File: config.mk
export PLATFORM = sky130hd
export DESIGN_NAME = arb_rr_ctrl
export DESIGN_NICKNAME = d
export VERILOG_FILES = /design/src/rtl/arb_pkg.sv /design/src/rtl/rr_pick.sv /design/src/rtl/arb_rr_ctrl.sv
export SDC_FILE = /design/constraint.sdc
export NUM_CORES = 1
export LEC_CHECK = 0
export CORE_UTILIZATION = 65
export CTS_CLUSTER_DIAMETER = 50
export DETAILED_ROUTE_END_ITERATION = 10
export DONT_BUFFER_PORTS = 1
export GPL_TIMING_DRIVEN = 0
export HOLD_SLACK_MARGIN = 0.08
export PLACE_DENSITY = 0.91
export SLEW_MARGIN = 20
export SYNTH_ARGS = -nofsm -noshare
export SYNTH_HDL_FRONTEND = slang
export SYNTH_SLANG_ARGS = --single-unit
File: constraint.sdc
create_clock -name clk -period 3.47 [get_ports clk]
set_input_delay 0.5205 -clock clk [delete_from_list [all_inputs] [get_ports clk]]
set_output_delay 0.5205 -clock clk [all_outputs]
set_load 0.02 [all_outputs]
File: src/rtl/arb_pkg.sv
// Shared types and constants for the round-robin arbiter.
// Imported by the picker and the arbiter control block.
package arb_pkg;

    typedef enum logic {
        IDLE = 1'b0,
        BUSY = 1'b1
    } state_t;

    localparam logic MODE_FIXED = 1'b0;
    localparam logic MODE_RR    = 1'b1;

    localparam int N_DEF        = 8;
    localparam int MAX_HOLD_DEF = 16;

endpackage

File: src/rtl/rr_pick.sv
// Masked priority encoder: lowest request at or above ptr in
// round-robin mode, falling back to the lowest request overall.
module rr_pick
    import arb_pkg::*;
#(
    parameter int N     = N_DEF,
    parameter int IDX_W = $clog2(N_DEF)
) (
    input  logic [N-1:0]     req,
    input  logic [IDX_W-1:0] ptr,
    input  logic             mode,
    output logic             any,
    output logic [IDX_W-1:0] idx
);

    localparam logic [N-1:0] ONE = N'(1);

    logic [N-1:0] below;
    logic [N-1:0] masked;
    logic [N-1:0] pool;

    assign below  = (ONE << ptr) - ONE;
    assign masked = (mode == MODE_RR) ? (req & ~below) : req;
    assign pool   = (|masked) ? masked : req;
    assign any    = |req;

    // Lowest set bit of the chosen pool wins.
    always_comb begin
        idx = '0;
        for (int i = N - 1; i >= 0; i--) begin
            if (pool[i]) idx = IDX_W'(i);
        end
    end

endmodule

File: src/rtl/arb_rr_ctrl.sv
// Arbiter control: IDLE/BUSY FSM, hold timer, round-robin pointer
// and registered grant outputs steering the shared resource.
module arb_rr_ctrl
    import arb_pkg::*;
#(
    parameter int N        = N_DEF,
    parameter int IDX_W    = 3,
    parameter int MAX_HOLD = MAX_HOLD_DEF,
    parameter int CNT_W    = 5
) (
    input  logic             clk,
    input  logic             rst_n,
    input  logic [N-1:0]     req,
    input  logic             done,
    input  logic             mode,
    output logic [N-1:0]     gnt,
    output logic [IDX_W-1:0] gnt_idx,
    output logic             gnt_valid,
    output logic             timeout
);

    localparam logic [N-1:0]     ONE     = N'(1);
    localparam logic [CNT_W-1:0] HOLD_LIM = CNT_W'(MAX_HOLD - 1);

    state_t           state;
    logic [CNT_W-1:0] hold_cnt;
    logic [IDX_W-1:0] rr_ptr;

    logic             pick_any;
    logic [IDX_W-1:0] pick_idx;
    logic             withdrawn;
    logic             expired;
    logic             release_now;

    rr_pick #(
        .N     (N),
        .IDX_W (IDX_W)
    ) u_pick (
        .req  (req),
        .ptr  (rr_ptr),
        .mode (mode),
        .any  (pick_any),
        .idx  (pick_idx)
    );

    assign withdrawn   = ~req[gnt_idx];
    assign expired     = (hold_cnt == HOLD_LIM);
    assign release_now = done | withdrawn | expired;

    // Arbitration FSM with registered grant outputs and hold timer.
    always_ff @(posedge clk or negedge rst_n) begin
        if (!rst_n) begin
            state     <= IDLE;
            gnt       <= '0;
            gnt_idx   <= '0;
            gnt_valid <= 1'b0;
            timeout   <= 1'b0;
            hold_cnt  <= '0;
            rr_ptr    <= '0;
        end else begin
            timeout <= 1'b0;
            unique case (state)
                IDLE: begin
                    if (pick_any) begin
                        state     <= BUSY;
                        gnt       <= ONE << pick_idx;
                        gnt_idx   <= pick_idx;
                        gnt_valid <= 1'b1;
                        hold_cnt  <= '0;
                        if (mode == MODE_RR) begin
                            rr_ptr <= pick_idx + IDX_W'(1);
                        end
                    end
                end
                BUSY: begin
                    if (hold_cnt != '1) begin
                        hold_cnt <= hold_cnt + CNT_W'(1);
                    end
                    if (release_now) begin
                        state     <= IDLE;
                        gnt       <= '0;
                        gnt_idx   <= '0;
                        gnt_valid <= 1'b0;
                        timeout   <= expired & ~done & ~withdrawn;
                    end
                end
                default: begin
                    state <= IDLE;
                end
            endcase
        end
    end

endmodule

==> results.md <==
* Vias in the first global route at 1209
* Pint at 0.663 mW
* Die area at 0.00239 mm²
* Synth-to-Final Area Change at 6.74%
* Clock Power Share at 17.0%
* Placed cells at 178
* Cell Rows at 16
* I/O pins at 25
* Post-layout net count at 175
* Routed vias at 1213
* Arrival time worst endpoint at 2.82 ns
* Register share of total power at 40.8%
* Largest net degree at the start of global routing at 23
* Design area at 0.00153 mm²
* Via-per-instance ratio at 6.63
* Outcome: complete, no violations
* Lkg Pwr at 0.672 nW
* Number of antenna violations at the first check in global routing at 0
* Power share of the combinational group at 42.1%
* Layout cells sized above 1 at 14.1%
* Post-synthesis register bit count at 22
* Fmax achieved at 0.383 GHz
* Worst setup path category: register to register
* Final Util at 75.5%
* Max Clock Skew at 0.00399 ns
* Post-synth EDFFs at 0
* Synthesis Warnings at 0
* Buffers on Ports at 0
* Skew-Pair Late Insertion Delay at 0.31 ns
* Die height at 48.9 µm
* Tot GR Track Use at 29.1%
* Fin cells at 183
* First-pass GRT wire length at 5440 µm
* Hold_ws at 0.517 ns
* Pre-CTS WS at 0.739 ns
* CTS Buffer Depth at 2
* Pwr dens at 766 mW/mm²
* # Max-Cap Violations at 0
* Setup Viol. Count Final at 0
* Max-slew headroom at 36.8%
* Final critical-path share of the clock period at 75.2%
* Final Hold Viols at 0
* Switching power at 0.507 mW
* TritonCTS Buffers at 3
* Post-synthesis sequential area ratio at 38.5%
* Clock-pin slew on the worst setup and hold paths at 0.13 ns
* CP Data Required Time at 3.68 ns
* DP HPWL at 2380 µm
* Total Power at 1.17 mW
* Gp weighted congestion at 0.863
* Unrepaired setup endpoints after global routing: no
* Remaining antenna violation count at 0
* Iter 0 DRT Violations at 44
* Fin Setup TNS at 0 ns
* Drt first pass iters at 4
* Fraction of registers with async set or reset after synthesis at 100%
* GR Overflow Total at 0
* # DRC at 0
* Post-synth top flop: dfrtp_1
* CTS tree: yes
* ANT cells at 0
* Worst hold path class: primary input to register
* Synth cell types at 45
* Fillcell total at 135
* Mapped Area at 0.00143 mm²
* Startpoint Class: register
* Syn_area_per_cell at 9.47 µm²
* CP Max Fanout at 10
* Area after DPL at 0.00146 mm²
* Starting Density at 70.7%
* Die width at 48.9 µm
* VDD IR max at 0.552 mV
* Routed wire length at 3200 µm
* Switching Share at 43.3%
* Slack of the critical path at 0.859 ns
* Synthesized Nets at 169
* H-tree depth at 1
* Clk Tree Root Cell: clkbuf_4
* Slew Limit Fails at 0
* Cell count after synthesis at 151
* Num Clock Sinks at 22
* Fin crit period at 2.61 ns
* # resized after CTS at 0
* Worst-margin pin slew at 0.945 ns
* Routed wire per std cell at 17.5 µm
* Core Region at 0.00202 mm²
* Setup crit end kind: register
## path summary, 6_finish.rpt
check | startpoint | endpoint | slack, ns | cells after the start
min in group asynchronous | rst_n | hold_cnt[3] | 0.78 | 1
worst min register to register | hold_cnt[0] | hold_cnt[0] | 0.56 | 1
worst max register to register | rr_ptr[2] | rr_ptr[2] | 0.86 | 9
worst min-delay path | done | state | 0.52 | 4
max in group asynchronous | rst_n | rr_ptr[1] | 2.11 | 1
worst max-delay path | rr_ptr[2] | rr_ptr[2] | 0.86 | 9
## logic make-up (layout without fill, tap and decap cells)
family                     after synthesis  in the layout  synth area share [%]
and+or+nand+nor                         52             52                  17.3
AOI/OAI and AO/OA                       49             49                  26.3
DFF                                     22             22                  38.5
buffers and inverters                   14             19                  5.16
adders and majority gates                6              6                  5.25
muxes                                    6              6                  6.21
xor gates and xnor gates                 2              2                  1.23
## area by class of cell
cell class                      instances  area [µm²]  share of cell area (%)
Clock inverter                          1        30.0                    1.97
Inverter                                7        26.3                    1.72
Tap cell                               27        33.8                    2.21
Clock buffer                            3        22.5                    1.48
Sequential cell                        22         551                    36.1
Buffer                                  7        47.5                    3.11
Multi-Input combinational cell        115         806                    52.8
Timing Repair Buffer                    1        10.0                   0.656
## registers in the layout (all words and copies together), names as in the netlist
register,count
timeout,1
hold_cnt,5
rr_ptr,3
gnt_valid,1
gnt_idx,3
state,1
gnt,8
## per-layer routing
| layer | up-vias | part of all wire [%] | track usage, % |
|---|---|---|---|
| li1 | 571 | - | - |
| met1 | 599 | 42 | 37.9 |
| met2 | 41 | 51 | 50.9 |
| met3 | 2 | 5.7 | 4.67 |
| met4 | 0 | 0.41 | 6.37 |
| met5 | - | 0 | 0 |
## worst max-delay path, cell delays in order, from the launching register on
cell and delay [ns]:
dfrtp_1 0.42, buf_6 0.15, o211ai_2 0.16, o221ai_1 0.26, a311o_1 0.42, o21ai_1 0.16, a21oi_1 0.17, a211oi_1 0.24
ha_1 0.27, mux2_2 0.26
## repair_timing
item / 4_1_cts / 5_1_grt
endpoints found under the hold margin: 22 / 0
setup buffers: 0 / 0
hold buffers: 1 / 0
## synth_stat cells (all sizes together), types with 2 or more instances
master,n,share of area [%]
mux4,2,3.1
ha,6,5.2
nand2b,3,1.3
o211ai,2,1.4
and3,2,0.87
a221o,2,1.4
a22o,3,1.8
a21o,2,1.0
nand2,22,5.8
a32o,4,2.8
dfrtp,22,38
nand4,2,0.87
xor2,2,1.2
nand3,2,0.70
nor2,8,2.1
nor2b,4,1.7
a21oi,2,1.5
o31ai,2,1.0
o21ai,14,4.9
a21boi,2,1.0
nor4,2,0.87
inv,7,1.8
and2,5,2.2
a31o,2,1.2
mux2,3,2.4
or2,2,0.88
a31oi,5,2.6
buf,6,3.1
a211oi,3,1.9
## cells in the final DEF (no fill, tap or decap), types with 3 or more instances in the layout
cell      synthesis  layout
nand2_1          22      22
dfrtp_1          22      22
o21ai_0          11      11
nor2_1            8       8
inv_1             7       7
ha_1              6       6
and2_1            5       5
a31oi_1           4       4
nor2b_1           4       4
a32o_1            4       4
buf_4             3       3
nand2b_1          3       3
mux2_2            3       3
o21ai_1           3       3
a22o_1            3       3
clkbuf_4          0       3
## power by group through the flow
| stage | sequential [mW] | clock [mW] | combinational [mW] |
|---|---|---|---|
| 6_report | 0.478 | 0.199 | 0.493 |
| 5_1_grt | 0.489 | 0.211 | 0.548 |
| 3_3_place_gp | 0.477 | 0 | 0.449 |
| 3_5_place_dp | 0.484 | 0 | 0.479 |
| 4_1_cts | 0.478 | 0.201 | 0.491 |
| 2_1_floorplan | 0.460 | 0 | 0.383 |
Power figures use the tool's default switching activity.
